===== config.mk =====
export PLATFORM = sky130hd
export DESIGN_NAME = demux_1to8_reg
export DESIGN_NICKNAME = d
export VERILOG_FILES = /design/src/rtl/demux_1to8_reg.sv
export SDC_FILE = /design/constraint.sdc
export NUM_CORES = 1
export LEC_CHECK = 0
export BUFFER_PORTS_ARGS = -buffer_cell sky130_fd_sc_hd__buf_2
export CORE_AREA = 10 10 47 49
export DETAILED_ROUTE_END_ITERATION = 10
export DIE_AREA = 0 0 57 59
export HOLD_SLACK_MARGIN = 0.15
export PLACE_DENSITY = 0.6
export SLEW_MARGIN = 0
export SYNTH_ARGS = -nofsm -noshare
export SYNTH_HDL_FRONTEND = slang
export SYNTH_SLANG_ARGS = --single-unit

===== constraint.sdc =====
create_clock -name clk -period 0.9 [get_ports clk]
set_clock_uncertainty 0.1 [all_clocks]
set_input_delay 0.18 -clock clk [delete_from_list [all_inputs] [get_ports clk]]
set_output_delay 0.18 -clock clk [all_outputs]
set_load 0.02 [all_outputs]

===== src/rtl/demux_1to8_reg.sv =====
// Registered 1-to-8 demultiplexer: a 1:2 split on s[2] feeds two 1:4 stages on s[1:0].
// The decoded word is captured when en is set, and synchronous rst clears every output.
module demux_1to8_reg #(
    parameter int unsigned DATA_W = 1
) (
    input  logic              clk,
    input  logic              rst,
    input  logic              en,
    input  logic [DATA_W-1:0] i,
    input  logic [2:0]        s,
    output logic [DATA_W-1:0] a,
    output logic [DATA_W-1:0] b,
    output logic [DATA_W-1:0] c,
    output logic [DATA_W-1:0] d,
    output logic [DATA_W-1:0] e,
    output logic [DATA_W-1:0] f,
    output logic [DATA_W-1:0] g,
    output logic [DATA_W-1:0] h
);

    logic [DATA_W-1:0]       low_half;
    logic [DATA_W-1:0]       high_half;
    logic [3:0][DATA_W-1:0]  low_dec;
    logic [3:0][DATA_W-1:0]  high_dec;
    logic [7:0][DATA_W-1:0]  out_d;
    logic [7:0][DATA_W-1:0]  out_q;

    always_comb begin
        low_half  = s[2] ? '0 : i;
        high_half = s[2] ? i  : '0;

        low_dec            = '0;
        high_dec           = '0;
        low_dec[s[1:0]]    = low_half;
        high_dec[s[1:0]]   = high_half;

        // Index 0..3 is a..d, index 4..7 is e..h.
        out_d = out_q;
        if (en) begin
            out_d = {high_dec, low_dec};
        end
    end

    always_ff @(posedge clk) begin
        if (rst) begin
            out_q <= '0;
        end else begin
            out_q <= out_d;
        end
    end

    assign a = out_q[0];
    assign b = out_q[1];
    assign c = out_q[2];
    assign d = out_q[3];
    assign e = out_q[4];
    assign f = out_q[5];
    assign g = out_q[6];
    assign h = out_q[7];

endmodule


==> run summary <==
met2 Usage GRT: 9.46%
main flop type after synthesis: dfxtp_1
layout cells sized above 1: 61.1%
Req. time, crit path: 620 ps
Worst setup SP type: flop
Sink Count: 8
gpl congestion: 0.752
clk_lat worst skew: 260 ps
crit path cell chain: buf_6
Slew HR: 85.7%
Worst Path Max Fanout: 2
Placement Cell Area: 438 um2
Period Utilization, post-route: 110%
Worst setup EP type: output port
Fillers: 154
synth-to-layout area growth: 66.3%
crit-path leading delay family: flip-flops
first-pass GRT wire length: 1500 um
GRT Overall Usage: 5.91%
final worst slack: -88.7 ps
endpoints failing setup: 8
Worst path slowest cell: dfxtp_2
Clock transition at path regs: 50 ps
Placeable Area: 0.00140 mm2
vias in the first global route: 336
starting density of the core: 23.3%
Detail Route Antenna Nets: 0
mapped cell area: 327 um2
Worst Reg2Reg Path Length in Cells: 2
Post-route DRC: 0
wire length per cell: 13.2 um
synth top area cells: dfxtp_1 (49%), o32ai_1 (16%), inv_1 (8.0%)
failing checks: setup timing
die area: 0.00336 mm2
Row Count: 14
CTS tree: done
PD cells: 1360 mW/mm2
Levels on crit path: 1
Post-Syn Nets: 39
Tot Pwr: 738 uW
grt peak-use layer: met2
highest clock rate: 1010 MHz
max_cap viols: 0
sequential share of the synthesized area: 49.0%
HPWL Detailed: 661 um
drt via density: 4.63
Syn Inst Count: 32
drt total wl: 921 um
initial antenna violation count: 0
buffer and inverter count on the worst path: 1
Ports: 15
unrepaired setup endpoints after global routing: yes
slowest stage delay, CP: 340 ps
Worst Hold Class: primary input to flop
Yosys reg bits: 8
met1 Use GR: 5.21%
status: finished, violations left
worst-margin pin slew: 213 ps
grt total ovfl: 0
Layout Nets: 63
Finished Cell Area: 543 um2
final hold viol count: 0
Post-synth EDFFs: 0
met3 Use GR: 3.65%
drt first pass iters: 1
Netlist cell types: 12
Final Critical Period: 989 ps
die width: 57 um
Mapped Avg Cell Area: 10.2 um2
largest net degree at the start of global routing: 10
post-synth top area cell: dfxtp_1
top cells by count, synth: dfxtp_1 (8), inv_1 (7), o32ai_1 (6)
top-count cell post-synth: dfxtp_1
PortBufs: 14
kind of critical path: flop to output port
Worst Path Arrival: 710 ps
die height: 59 um
Lkg Pwr: 0.223 nW
fin. max-slew vios: 0
post-synth top area share: 49.0%
TritonCTS Buffers: 3
root buf cell: clkbuf_4
Yosys warning count: 0
Diodes inserted: 0
hold depth: 3
CTS max path bufs: 2
maximum VDD drop: 0.631 mV
starting DRC count in detailed routing: 0
vias: 324
async set-or-reset flop fraction in the synthesized netlist: 0%
Clock H-tree levels: 1
## sequential cells by signal, summed over array words and instances (netlist names)
register and flops:
d 1, e 1, f 1, a 1
g 1, h 1, b 1, c 1
## per-stage QoR
| stage | cells | hold WS [ps] | setup slack, ps | TNS, ps | util [%] |
|---|---|---|---|---|---|
| floorplan | 32 | 243 | -34.2 | -104 | - |
| global placement | 65 | 355 | -106 | -651 | 31.3 |
| detailed placement | 65 | 355 | -107 | -634 | 31.3 |
| CTS | 69 | 109 | -93.1 | -709 | 38.2 |
| global route | 70 | 153 | -119 | -874 | 38.8 |
| finish | 70 | 139 | -88.7 | -645 | 38.8 |
## layer usage
layer | wire (um) | share of wire, %
met1 | 360 | 39
met2 | 441 | 48
met3 | 96 | 10
met4 | 22 | 2.4
met5 | 0 | 0
## logic make-up (layout without fill, tap and decap cells)
logic type | Yosys count | count (layout) | share of synthesized area [%]
flip-flops | 8 | 8 | 49.0
AO/OA/AOI/OAI | 8 | 8 | 22.2
buffers and inverters | 9 | 31 | 13.0
AND/OR/NAND/NOR | 7 | 7 | 15.7
## layout by cell type, fill, tap and decap left out
master | Yosys | layout
nor2_1 | 1 | 1
buf_6 | 1 | 8
nand3b_1 | 2 | 2
clkbuf_4 | 0 | 3
nand3_1 | 1 | 1
o32ai_1 | 6 | 5
or3_1 | 1 | 1
buf_2 | 1 | 6
a32o_1 | 2 | 2
buf_4 | 0 | 7
dfxtp_2 | 0 | 8
inv_1 | 7 | 7
and4bb_1 | 1 | 1
or3b_1 | 1 | 1
o32ai_2 | 0 | 1
## what timing repair did
action	4_1_cts	5_1_grt
pin swaps	0	1
setup buffers	1	1
endpoints found under the hold margin	6	0
cloned	0	0
setup endpoints to repair	8	9
resized for setup	25	0
## path summary, 6_finish.rpt
path	endpoint	slack, ps	start
setup / recovery	f	-90	f
hold / removal	e	140	s[0]
hold reg to reg	b	370	b
setup reg to reg	f	30	f
## layout make-up
type	instances	area (um2)	share of cell area, %
clock buffer	3	22.5	4.15
inverter	7	26.3	4.84
multi-input combinational	15	131	24.2
sequential	8	170	31.3
tap	16	20.0	3.69
timing repair buffer	21	173	31.8
## power breakdown
part | switching (mW) | internal [mW] | total, mW
Sequential | 0.00347 | 0.360 | 0.364
Clock | 0.129 | 0.153 | 0.282
Combinational | 0.0448 | 0.0471 | 0.0919
Total | 0.177 | 0.561 | 0.738
(Power assumes the default switching activity.)
